$ cat src/rtl/seq_control_fsm.sv
// Multi-cycle control sequencer: walks each instruction through FETCH/DECODE/EXEC/MEM/WB,
// drives datapath PC, register-file, ALU-operand and memory handshake controls, counts retirements.
module seq_control_fsm #(
  parameter int CNT_W = 32
) (
  input  logic             clk,
  input  logic             rst_n,
  input  logic [1:0]       final_type,
  input  logic [2:0]       op_type,
  input  logic [5:0]       opc,
  input  logic [5:0]       funct,
  input  logic             branch_taken,
  input  logic             imem_ready,
  input  logic             dmem_ready,
  output logic             imem_req,
  output logic             ir_load,
  output logic             dmem_req,
  output logic             dmem_we,
  output logic             pc_load,
  output logic [1:0]       pc_sel,
  output logic             rf_we,
  output logic [1:0]       rf_dst_sel,
  output logic [1:0]       rf_wd_sel,
  output logic             alu_b_imm,
  output logic [2:0]       state,
  output logic             halted,
  output logic [CNT_W-1:0] retired_cnt
);

  localparam logic [2:0] FETCH  = 3'd0;
  localparam logic [2:0] DECODE = 3'd1;
  localparam logic [2:0] EXEC   = 3'd2;
  localparam logic [2:0] MEM    = 3'd3;
  localparam logic [2:0] WB     = 3'd4;
  localparam logic [2:0] HALT   = 3'd5;

  localparam logic [1:0] T_I = 2'b00;
  localparam logic [1:0] T_R = 2'b01;

  localparam logic [2:0] C_PC  = 3'b010;
  localparam logic [2:0] C_MEM = 3'b011;
  localparam logic [2:0] C_SYS = 3'b110;
  localparam logic [2:0] C_ILL = 3'b111;

  localparam logic [5:0] OPC_J   = 6'b000010;
  localparam logic [5:0] OPC_JAL = 6'b000011;
  localparam logic [5:0] OPC_SW  = 6'b101011;
  localparam logic [5:0] FN_JR   = 6'b001000;
  localparam logic [5:0] FN_JALR = 6'b001001;

  localparam logic [1:0] PC_SEQ = 2'b00;
  localparam logic [1:0] PC_BR  = 2'b01;
  localparam logic [1:0] PC_JMP = 2'b10;
  localparam logic [1:0] PC_REG = 2'b11;

  localparam logic [1:0] DST_RT  = 2'b00;
  localparam logic [1:0] DST_RD  = 2'b01;
  localparam logic [1:0] DST_R31 = 2'b10;

  localparam logic [1:0] WD_ALU = 2'b00;
  localparam logic [1:0] WD_MEM = 2'b01;
  localparam logic [1:0] WD_PC4 = 2'b10;

  logic [2:0]       state_reg, state_next;
  logic [1:0]       ftype_reg;
  logic [2:0]       opclass_reg;
  logic [5:0]       opc_reg;
  logic [5:0]       funct_reg;
  logic [CNT_W-1:0] cnt_reg;

  always_ff @(posedge clk or negedge rst_n) begin
    if (!rst_n) begin
      state_reg   <= FETCH;
      ftype_reg   <= '0;
      opclass_reg <= '0;
      opc_reg     <= '0;
      funct_reg   <= '0;
      cnt_reg     <= '0;
    end else begin
      state_reg <= state_next;
      // Decoder outputs are only trusted in DECODE; later states read these copies.
      if (state_reg == DECODE) begin
        ftype_reg   <= final_type;
        opclass_reg <= op_type;
        opc_reg     <= opc;
        funct_reg   <= funct;
      end
      if (pc_load) begin
        cnt_reg <= cnt_reg + CNT_W'(1);
      end
    end
  end

  always_comb begin
    state_next = state_reg;
    imem_req   = 1'b0;
    ir_load    = 1'b0;
    dmem_req   = 1'b0;
    dmem_we    = 1'b0;
    pc_load    = 1'b0;
    pc_sel     = PC_SEQ;
    rf_we      = 1'b0;
    rf_dst_sel = DST_RT;
    rf_wd_sel  = WD_ALU;
    alu_b_imm  = 1'b0;
    halted     = 1'b0;
    case (state_reg)
      FETCH: begin
        imem_req = 1'b1;
        if (imem_ready) begin
          ir_load    = 1'b1;
          state_next = DECODE;
        end
      end
      DECODE: begin
        state_next = (op_type == C_SYS || op_type == C_ILL) ? HALT : EXEC;
      end
      EXEC: begin
        alu_b_imm = (ftype_reg == T_I);
        case (opclass_reg)
          C_MEM: state_next = MEM;
          C_PC: begin
            pc_load    = 1'b1;
            state_next = FETCH;
            if (opc_reg == OPC_J) begin
              pc_sel = PC_JMP;
            end else if (opc_reg == OPC_JAL) begin
              pc_sel     = PC_JMP;
              rf_we      = 1'b1;
              rf_dst_sel = DST_R31;
              rf_wd_sel  = WD_PC4;
            end else if (ftype_reg == T_R && funct_reg == FN_JR) begin
              pc_sel = PC_REG;
            end else if (ftype_reg == T_R && funct_reg == FN_JALR) begin
              pc_sel     = PC_REG;
              rf_we      = 1'b1;
              rf_dst_sel = DST_RD;
              rf_wd_sel  = WD_PC4;
            end else begin
              pc_sel = branch_taken ? PC_BR : PC_SEQ;
            end
          end
          default: state_next = WB;
        endcase
      end
      MEM: begin
        dmem_req = 1'b1;
        dmem_we  = (opc_reg == OPC_SW);
        if (dmem_ready) begin
          if (opc_reg == OPC_SW) begin
            pc_load    = 1'b1;
            state_next = FETCH;
          end else begin
            state_next = WB;
          end
        end
      end
      WB: begin
        rf_we      = 1'b1;
        pc_load    = 1'b1;
        rf_dst_sel = (ftype_reg == T_R) ? DST_RD : DST_RT;
        rf_wd_sel  = (opclass_reg == C_MEM) ? WD_MEM : WD_ALU;
        state_next = FETCH;
      end
      HALT: begin
        halted = 1'b1;
      end
      default: state_next = HALT;
    endcase
  end

  assign state       = state_reg;
  assign retired_cnt = cnt_reg;

endmodule

$ cat config.mk
export PLATFORM = sky130hd
export DESIGN_NAME = seq_control_fsm
export DESIGN_NICKNAME = d
export VERILOG_FILES = /design/src/rtl/seq_control_fsm.sv
export SDC_FILE = /design/constraint.sdc
export NUM_CORES = 1
export LEC_CHECK = 0
export ABC_AREA = 1
export BUFFER_PORTS_ARGS = -buffer_cell sky130_fd_sc_hd__buf_4
export CAP_MARGIN = 5
export CORE_UTILIZATION = 58
export CTS_CLUSTER_DIAMETER = 80
export DETAILED_ROUTE_END_ITERATION = 6
export GPL_TIMING_DRIVEN = 1
export PLACE_DENSITY = 0.84
export SLEW_MARGIN = 30
export SYNTH_ARGS = -nofsm -noshare
export SYNTH_HDL_FRONTEND = slang
export SYNTH_SLANG_ARGS = --single-unit
$ cat constraint.sdc
create_clock -name clk -period 4.66 [get_ports clk]
set_input_delay 0.466 -clock clk [delete_from_list [all_inputs] [get_ports clk]]
set_output_delay 0.466 -clock clk [all_outputs]
set_load 0.02 [all_outputs]
==> flow_metrics.tcl, run 1 <==
set metrics [dict create \
    crit_family "simple AND/OR/NAND/NOR gates" \
    synth_area_leader_cell "dfrtp_1" \
    drt_iter0_drc 178 \
    path_class "register to output pin" \
    power_mw 0.775 \
    wl_per_cell_um 12.9 \
    syn-cell-area_um2 3120 \
    worst_pin_slew_ns 0.639 \
    synthCells 445 \
    synth_warnings 0 \
    drive_gt1_frac 0.185 \
    run_status "complete, no violations" \
    setup_slack_ns 2.22 \
    cts_tree "done" \
    rsz0062_at_grt "no" \
    grt_pass1_wl_mm 12.1 \
    critPathSlowestCell "dfrtp_1" \
    grt_overflow_total 0 \
    clkTransAtPathRegs_ns 0.09 \
    largest_reg_flops 32 \
    cts_max_level 2 \
    yosysUniqueCellTypes 29 \
    fin_worst_skew_ns 0.00864 \
    synthArstFlopShare 1.00 \
    synth_edf_count 0 \
    setup_tns_ns 0 \
    dieWidth_um 75.3 \
    cts_num_sinks 52 \
    period_share 0.524 \
    maxCapViolCount 0 \
    slowest_delay_ns 0.48 \
    vias 3093 \
    dpl_cell_area_um2 3650 \
    fin_cells 583 \
    hold_class "primary input to asynchronous set/reset pin" \
    ys_seq_elements 52 \
    drt-total-wl_mm 7.54 \
    syn_nets 468 \
    endpoint_kind "output pin" \
    ant_nets 0 \
    yosysMostFrequentCell "nand2_1" \
    final_nets 536 \
    n_antenna_cell 0 \
    io_pins 71 \
    start_util 0.606 \
    crit_chain "nor2_1 > nand2_2 > nor2_4 > nor2_2 > nand2_4 > buf_4" \
    post_cts_resized 0 \
    pwr_density_cell_nw_per_um2 207 \
    crit_fanout 51 \
    holdWs_ns 0.180 \
    max_slew_margin 0.574 \
    finalHoldViolCount 0 \
    core_area_um2 5140 \
    syn_area_per_cell_um2 7.00 \
    postCtsSetupRepairBufs 0 \
    cts_buffers 5 \
    area_delta_synth_final_pct 20.4 \
    startpoint_type "register" \
    slew_violations 0 \
    path_buf_inv 1 \
    grtUsageTotal 0.279 \
    fill_cells 455 \
    yosys-top-cells-count "nand2_1 (167), nor2_1 (71), dfrtp_1 (52)" \
    grt_max_degree 53 \
    synth_seq_area_share 0.418 \
    rows 26 \
    p_leak_nw 1.82 \
    synthTopCellsByArea "dfrtp_1 (42%), nand2_1 (20%), nor2_1 (8.6%)" \
    antenna_found_initial 0 \
    synth_flop_cell "dfrtp_1" \
    final_core_util 0.730 \
    dp_cells 576 \
    grt_pass1_vias 2751 \
    place_ws_ns 2.59 \
    clock_tree.root_cell "clkbuf_8" \
    fin_crit_ns 2.44 \
    synth_top_area_frac 0.418 \
    port_buffers 70 \
    routed_via_density 5.31 \
    fmax_mhz 409 \
    setup_viol 0 \
    clock_latency_ns 0.31 \
    hpwl_mm 5.53 \
    cp.arrival_ns 1.98 \
    drc_errors 0 \
    drt-pass1-iter-count 6 \
    ctsHoldBuffers 0 \
    irDropWorstVdd_mv 0.191 \
    gp_congestion 0.890 \
    fp.dieArea_um2 5670 \
    required_ns 4.19 \
    die_h_um 75.3 \
    fin_area_um2 3750 \
    clk_path_buf_depth 2 \
]
## where the power goes
part	internal [mW]	total, mW	switching [mW]
Clock	0.133	0.276	0.143
Combinational	0.0168	0.0356	0.0188
Sequential	0.458	0.464	0.00539
Total	0.608	0.775	0.167
## logic make-up after synthesis
| group | Yosys count | synth area share |
|---|---|---|
| simple gates | 297 | 0.404 |
| buf+inv | 55 | 0.0791 |
| flops | 52 | 0.418 |
| compound gates | 21 | 0.0357 |
| xor+xnor | 11 | 0.0309 |
| mux | 8 | 0.0289 |
| fa+ha+maj | 1 | 0.00402 |
## cell type report
cell class	count	area, um2	area share
Inverter	46	173	0.0460
Timing Repair Buffer	70	526	0.140
Tap cell	70	87.6	0.0233
Clock buffer	7	96.3	0.0257
Multi-Input combinational cell	338	1570	0.418
Sequential cell	52	1300	0.347
## final timing paths
path	from	endpoint	slack, ns	depth (start not counted)
min	rst_n	retired_cnt[19]	0.18	1
max	state[0]	pc_load	2.22	6
max in group asynchronous	rst_n	funct_reg[2]	4.05	1
min in group clk	opc[5]	opc_reg[5]	0.39	2
min reg2reg	funct_reg[2]	funct_reg[2]	0.54	2
max reg2reg	state[0]	retired_cnt[6]	2.66	8
## per-layer routing
| metal | track usage | wire [um] |
|---|---|---|
| met1 | 0.382 | 3210 |
| met2 | 0.458 | 3720 |
| met3 | 0.0542 | 499 |
| met4 | 0.0741 | 114 |
| met5 | 0 | 0 |
## layout by cell type, fill, tap and decap left out, types with 4 or more instances in the layout
| cell | synthesis | layout |
|---|---|---|
| a21oi_1 | 9 | 9 |
| buf_4 | 4 | 70 |
| clkbuf_8 | 0 | 7 |
| dfrtp_1 | 52 | 52 |
| inv_1 | 45 | 45 |
| mux2_2 | 8 | 8 |
| nand2_1 | 167 | 167 |
| nand3_1 | 23 | 23 |
| nand3b_1 | 11 | 11 |
| nand4_1 | 8 | 8 |
| nor2_1 | 71 | 71 |
| nor2_2 | 4 | 4 |
| nor3_1 | 6 | 6 |
| o21ai_0 | 6 | 6 |
| o21ai_1 | 4 | 4 |
| xor2_1 | 10 | 10 |
Note: power is estimated with default switching activity, not from simulation.
==> inputs of run 2 (changes only) <==
--- a/config.mk
+++ b/config.mk
@@ -5,14 +5,14 @@
 export SDC_FILE = /design/constraint.sdc
 export NUM_CORES = 1
 export LEC_CHECK = 0
-export ABC_AREA = 1
+export ABC_AREA = 0
 export BUFFER_PORTS_ARGS = -buffer_cell sky130_fd_sc_hd__buf_4
 export CAP_MARGIN = 5
-export CORE_UTILIZATION = 58
+export CORE_UTILIZATION = 53
 export CTS_CLUSTER_DIAMETER = 80
 export DETAILED_ROUTE_END_ITERATION = 6
 export GPL_TIMING_DRIVEN = 1
-export PLACE_DENSITY = 0.84
+export PLACE_DENSITY = 0.79
 export SLEW_MARGIN = 30
 export SYNTH_ARGS = -nofsm -noshare
 export SYNTH_HDL_FRONTEND = slang
==> constraint.sdc (replaced) <==
create_clock -name clk -period 2.4 [get_ports clk]
set_input_delay 0.24 -clock clk [delete_from_list [all_inputs] [get_ports clk]]
set_output_delay 0.24 -clock clk [all_outputs]
set_load 0.02 [all_outputs]
==> run 2 against run 1 <==
Against the previous run: final cell count is 32% lower; critical path depth shrank 2; power grew to 5.7 times the previous value; count of clock-buffer cells in the layout rose by 1; largest cell class unchanged; critical endpoint unchanged; sequential power rose to 3.5 times the previous value; routed wire length shrank 17%; final area fell by 4.9%.
==> flow_metrics.tcl, run 2 <==
set metrics [dict create \
    p_leak_nw 1.41 \
    synth_seq_area_share 0.475 \
    fill_cells 362 \
    clock_tree.root_cell "clkbuf_8" \
    combPwrFrac 0.518 \
    startpoint_type "register" \
    cts_buffers 5 \
    yosysUniqueCellTypes 37 \
    clk_path_buf_depth 2 \
    power_mw 4.42 \
    synth_flop_cell "dfrtp_1" \
    slew_violations 0 \
    swShare 0.440 \
    cts_num_sinks 52 \
    slowest_delay_ns 0.67 \
    cts_tree "done" \
    multi_input_area_um2 1380 \
    synthCells 246 \
    vias 2247 \
    maxCapViolCount 0 \
    rsz0062_at_grt "no" \
    hold_class "primary input to register" \
    crit_fanout 13 \
    drive_gt1_frac 0.411 \
    setup_viol 0 \
    fin_crit_ns 2.33 \
    reg2reg_slack_ns 0.10 \
    synthTopCellsByArea "dfrtp_1 (48%), xor2_1 (9.6%), a2111oi_2 (8.2%)" \
    synth_edf_count 0 \
    final_common_cell "buf_4" \
    routed_via_density 5.65 \
    endpoint_kind "output pin" \
    grt_pass1_wl_mm 9.87 \
    mostFrequentLayoutCells "buf_4 (88), dfrtp_1 (52), xor2_1 (30), mux2_2 (17), nand2_1 (16)" \
    cts_max_level 2 \
    clock_latency_ns 0.30 \
    n_antenna_cell 0 \
    ant_nets 0 \
    setup_tns_ns 0 \
    max_slew_margin 0.572 \
    synth_warnings 0 \
    die_h_um 73.9 \
    synth_area_leader_cell "dfrtp_1" \
    area_delta_synth_final_pct 30.3 \
    ys_seq_elements 52 \
    irDropWorstVdd_mv 0.685 \
    drt-total-wl_mm 6.25 \
    dieWidth_um 73.9 \
    synthArstFlopShare 1.00 \
    cp.arrival_ns 2.09 \
    worst_pin_slew_ns 0.642 \
    p_sw_mw 1.94 \
    required_ns 2.16 \
    drt_iter0_drc 119 \
    start_util 0.565 \
    fp.dieArea_um2 5460 \
    pwr-share-clk 0.113 \
    critPathSlowestCell "or4_4" \
    hpwl_mm 4.29 \
    syn-cell-area_um2 2740 \
    grt_overflow_total 0 \
    rows 25 \
    p_int_mw 2.47 \
    path_class "register to output pin" \
    yosysMostFrequentCell "dfrtp_1" \
    yosys-top-cells-count "dfrtp_1 (52), xor2_1 (30), mux2_2 (17), nand2_1 (17), a2111oi_2 (15)" \
    drc_errors 0 \
    syn_nets 269 \
    finalHoldViolCount 0 \
    pwr_density_cell_nw_per_um2 1240 \
    core_area_um2 4850 \
    io_pins 71 \
    synth_top_area_frac 0.475 \
    syn_area_per_cell_um2 11.1 \
    grt_max_degree 53 \
    run_status "complete, no violations" \
    final_nets 353 \
    gp_congestion 0.779 \
    seq_area_um2 1300 \
    clkTransAtPathRegs_ns 0.09 \
    antenna_found_initial 0 \
    largest_reg_flops 32 \
    seqPwrFrac 0.369 \
    period_share 0.970 \
    fin_worst_skew_ns 0.00706 \
    drt-pass1-iter-count 4 \
    wl_per_cell_um 15.7 \
    grtUsageTotal 0.236 \
    crit_chain "or3b_4 > or4_4 > nand2_2 > buf_4" \
    port_buffers 70 \
    fmax_mhz 430 \
    grt_pass1_vias 2115 \
]
==> run 2: changes by cell type in the layout (fill, tap and decap cells not counted), moves of 11 or more <==
cell,change
buf_4,+18
nor2_1,-62
inv_1,-39
nand3_1,-11
nand2_1,-151
a2111oi_2,+15
xor2_1,+20
==> run 2: what timing repair did <==
| action | CTS | global route |
|---|---|---|
| setup buffers | 0 | 9 |
| gates resized for setup | 1 | 3 |
| endpoints found under the hold margin | 46 | 0 |
| pin swaps | 1 | 1 |
| setup endpoints to repair | 2 | 2 |
| cloned | 0 | 1 |
| hold buffers | 1 | 0 |
==> run 2: stage by stage <==
step / hold slack [ns] / utilization / setup slack [ns] / instances / area (um2)
2_1_floorplan: -0.0556 / - / 0.186 / 246 / 2740
6_report: 0.157 / 0.735 / 0.0721 / 398 / 3570
3_5_place_dp: 0.315 / 0.696 / 0.0790 / 379 / 3370
5_1_grt: 0.164 / 0.735 / 0.0128 / 398 / 3570
3_3_place_gp: 0.309 / 0.696 / 0.183 / 379 / 3370
4_1_cts: 0.153 / 0.717 / 0.0190 / 388 / 3480
==> run 2: power by group through the flow <==
stage | Combinational (mW) | Clock (mW) | Sequential [mW]
after floorplan | 1.23 | 0 | 1.79
after CTS | 2.27 | 0.512 | 1.62
final | 2.29 | 0.501 | 1.63
after detailed placement | 2.25 | 0 | 1.63
after global placement | 2.21 | 0 | 1.61
after global routing | 2.47 | 0.539 | 1.68
==> run 2: cells by family after synthesis <==
kind of cell,share of synthesized area
fa+ha+maj,0.00457
simple gates,0.168
flops,0.475
compound gates,0.149
buf+inv,0.0343
xor+xnor,0.0992
mux,0.0699
==> run 2: path summary, 6_finish.rpt <==
check	startpoint	to	cells after the start
min	op_type[2]	opclass_reg[2]	3
max reg2reg	opc_reg[2]	retired_cnt[21]	5
min in group asynchronous	rst_n	funct_reg[3]	2
max	opc_reg[2]	pc_load	4
max in group asynchronous	rst_n	retired_cnt[18]	2
min reg2reg	retired_cnt[31]	retired_cnt[31]	1
==> run 2: worst max-delay path: cells and delay by family (launching register included) <==
kind                   cells  cell delay [ns]
flip-flops                 1             0.39
buffers and inverters      1             0.15
AND/OR/NAND/NOR            3             1.25
==> run 2: metal layers <==
layer	part of all wire	global-route usage	wire length [um]
met1	0.45	0.332	2810
met2	0.50	0.377	3130
met3	0.033	0.0357	208
met4	0.017	0.0726	109
met5	0	0	0
==> run 2: final cells by class <==
type / instances / area share
clock buffer: 8 / 0.0253
inverter: 6 / 0.00632
multi-input combinational: 175 / 0.386
sequential: 52 / 0.365
tap: 67 / 0.0235
timing repair buffer: 90 / 0.194
==> inputs of run 3 (changes only) <==
==> constraint.sdc (replaced) <==
create_clock -name clk -period 2.4 [get_ports clk]
set_input_delay 0.36 -clock clk [delete_from_list [all_inputs] [get_ports clk]]
set_output_delay 0.36 -clock clk [all_outputs]
set_load 0.02 [all_outputs]
==> run 3 against run 2 <==
Against the previous run: global-route usage grew 1.9 points; die area is the same; fmax is 1.8% higher; sequential cell count unchanged; core utilization fell by 1.3 points; power is 0.71% lower; clock skew is 0.0018 ns higher; count of clock-buffer cells in the layout unchanged; routed wire length rose by 1.4%; worst setup slack better by 0.042 ns; first-iteration DRC count down 28%; sequential share of layout area grew 0.66 points; critical path type unchanged; largest cell class unchanged.
==> flow_metrics.tcl, run 3 (synthesis gave the netlist of run 2 again) <==
set metrics [dict create \
    ant_nets 0 \
    clock_latency_ns 0.30 \
    hpwl_mm 4.26 \
    io_pins 71 \
    cts_tree "done" \
    drt-total-wl_mm 6.34 \
    period_share 0.953 \
    multi_input_area_um2 1380 \
    port_buffers 70 \
    fin_cells 390 \
    wl_met3_um 319 \
    drive_gt1_frac 0.396 \
    dpl_cell_area_um2 3350 \
    power_mw 4.38 \
    clk_path_buf_depth 2 \
    drt_iter0_drc 86 \
    dp_cells 377 \
    irDropWorstVdd_mv 0.709 \
    pwr_density_cell_nw_per_um2 1250 \
    n_antenna_cell 0 \
    gp_congestion 0.805 \
    final_common_cell "buf_4" \
    final_nets 345 \
    grt_overflow_total 0 \
    die_h_um 73.9 \
    crit_fanout 6 \
    largest_reg_flops 32 \
    vias 2261 \
    fin_area_um2 3500 \
    p_int_mw 2.45 \
    swShare 0.442 \
    p_leak_nw 1.38 \
    combPwrFrac 0.512 \
    rsz0062_at_grt "no" \
    seq_area_um2 1300 \
    fin_crit_ns 2.29 \
    grt_pass1_wl_mm 10.4 \
    run_status "complete, no violations" \
    slew_violations 0 \
    pwr-share-clk 0.115 \
    met1_length_mm 2.80 \
    grt_max_degree 53 \
    clock_tree.root_cell "clkbuf_8" \
    seqPwrFrac 0.374 \
    fill_cells 359 \
    mostFrequentLayoutCells "buf_4 (81), dfrtp_1 (52), xor2_1 (30), nand2_1 (17), mux2_2 (17)" \
    cp.arrival_ns 1.93 \
    start_util 0.565 \
    worst_pin_slew_ns 0.639 \
    area_delta_synth_final_pct 27.9 \
    maxCapViolCount 0 \
    required_ns 2.04 \
    ctsHoldBuffers 0 \
    grtUsageTotal 0.255 \
    rows 25 \
    cts_max_level 2 \
    finalHoldViolCount 0 \
    cts_num_sinks 52 \
    grt_pass1_vias 2149 \
    startpoint_type "register" \
    routed_via_density 5.80 \
    cts_buffers 5 \
    fmax_mhz 437 \
    p_sw_mw 1.94 \
    hold_class "primary input to asynchronous set/reset pin" \
    clkTransAtPathRegs_ns 0.08 \
    dieWidth_um 73.9 \
    drt-pass1-iter-count 4 \
    fin_worst_skew_ns 0.00885 \
    max_slew_margin 0.574 \
    endpoint_kind "output pin" \
    wl_met2_mm 3.12 \
    fp.dieArea_um2 5460 \
    setup_viol 0 \
    path_class "register to output pin" \
    wl_per_cell_um 16.3 \
    core_area_um2 4850 \
    drc_errors 0 \
    highest_layer "met4" \
    antenna_found_initial 0 \
    setup_tns_ns 0 \
]
==> run 3: cell count changes in the layout (fill, tap and decap cells not counted) <==
cell           before  now
nand2_1            16   17
or4b_4              0    1
buf_4              88   81
or4b_2              1    0
dlygate4sd3_1       1    0
or4_2               0    1
o21ai_1             0    1
o21ai_0             3    2
or4_4               2    1
nand2_2             1    0
==> run 3: cell type report <==
| cell class | instances | share of cell area |
|---|---|---|
| Clock buffer | 8 | 0.0257 |
| Inverter | 6 | 0.00643 |
| Tap cell | 67 | 0.0239 |
| Timing Repair Buffer | 82 | 0.179 |
| Sequential cell | 52 | 0.372 |
| Multi-Input combinational cell | 175 | 0.393 |
==> run 3: worst max-delay path, cell delays in order (launching register included) <==
cell	delay (ns)
dfrtp_1	0.38
or3b_4	0.43
or3_1	0.34
a31oi_1	0.23
o21ai_1	0.08
buf_4	0.16
==> run 3: worst paths after layout <==
path / startpoint / to / cells after the start / slack, ns
min: rst_n / funct_reg[3] / 1 / 0.08
max in group asynchronous: rst_n / opc_reg[5] / 1 / 1.90
max: opc_reg[2] / rf_we / 5 / 0.11
min reg2reg: retired_cnt[31] / retired_cnt[31] / 1 / 0.48
max reg2reg: opc_reg[2] / retired_cnt[25] / 4 / 0.18
min in group clk: op_type[2] / opclass_reg[2] / 3 / 0.29
==> run 3: per-stage QoR <==
stage | util | hold slack (ns) | setup WS [ns]
3_5_place_dp | 0.690 | 0.429 | 0.0688
6_report | 0.722 | 0.0780 | 0.114
4_1_cts | 0.722 | 0.104 | 0.108
3_3_place_gp | 0.690 | 0.434 | 0.137
5_1_grt | 0.722 | 0.143 | 0.00697
2_1_floorplan | - | 0.0644 | 0.119
==> run 3: what timing repair did <==
| action | in CTS | in global routing |
|---|---|---|
| endpoints found under the setup margin | 4 | 0 |
| resized for setup | 4 | 0 |
| setup buffers | 4 | 0 |
==> run 3: per-layer routing <==
| layer | up-vias | track usage |
|---|---|---|
| met4 | 0 | 0.0833 |
| met1 | 1114 | 0.352 |
| met2 | 75 | 0.412 |
| met5 | - | 0 |
| li1 | 1056 | - |
| met3 | 16 | 0.0384 |
==> run 3: power groups by stage <==
stage,Sequential [mW],Clock (mW),Combinational [mW]
after floorplan,1.79,0,1.23
after global placement,1.62,0,2.18
after detailed placement,1.64,0,2.22
after CTS,1.63,0.510,2.25
after global routing,1.70,0.540,2.42
final,1.64,0.502,2.24
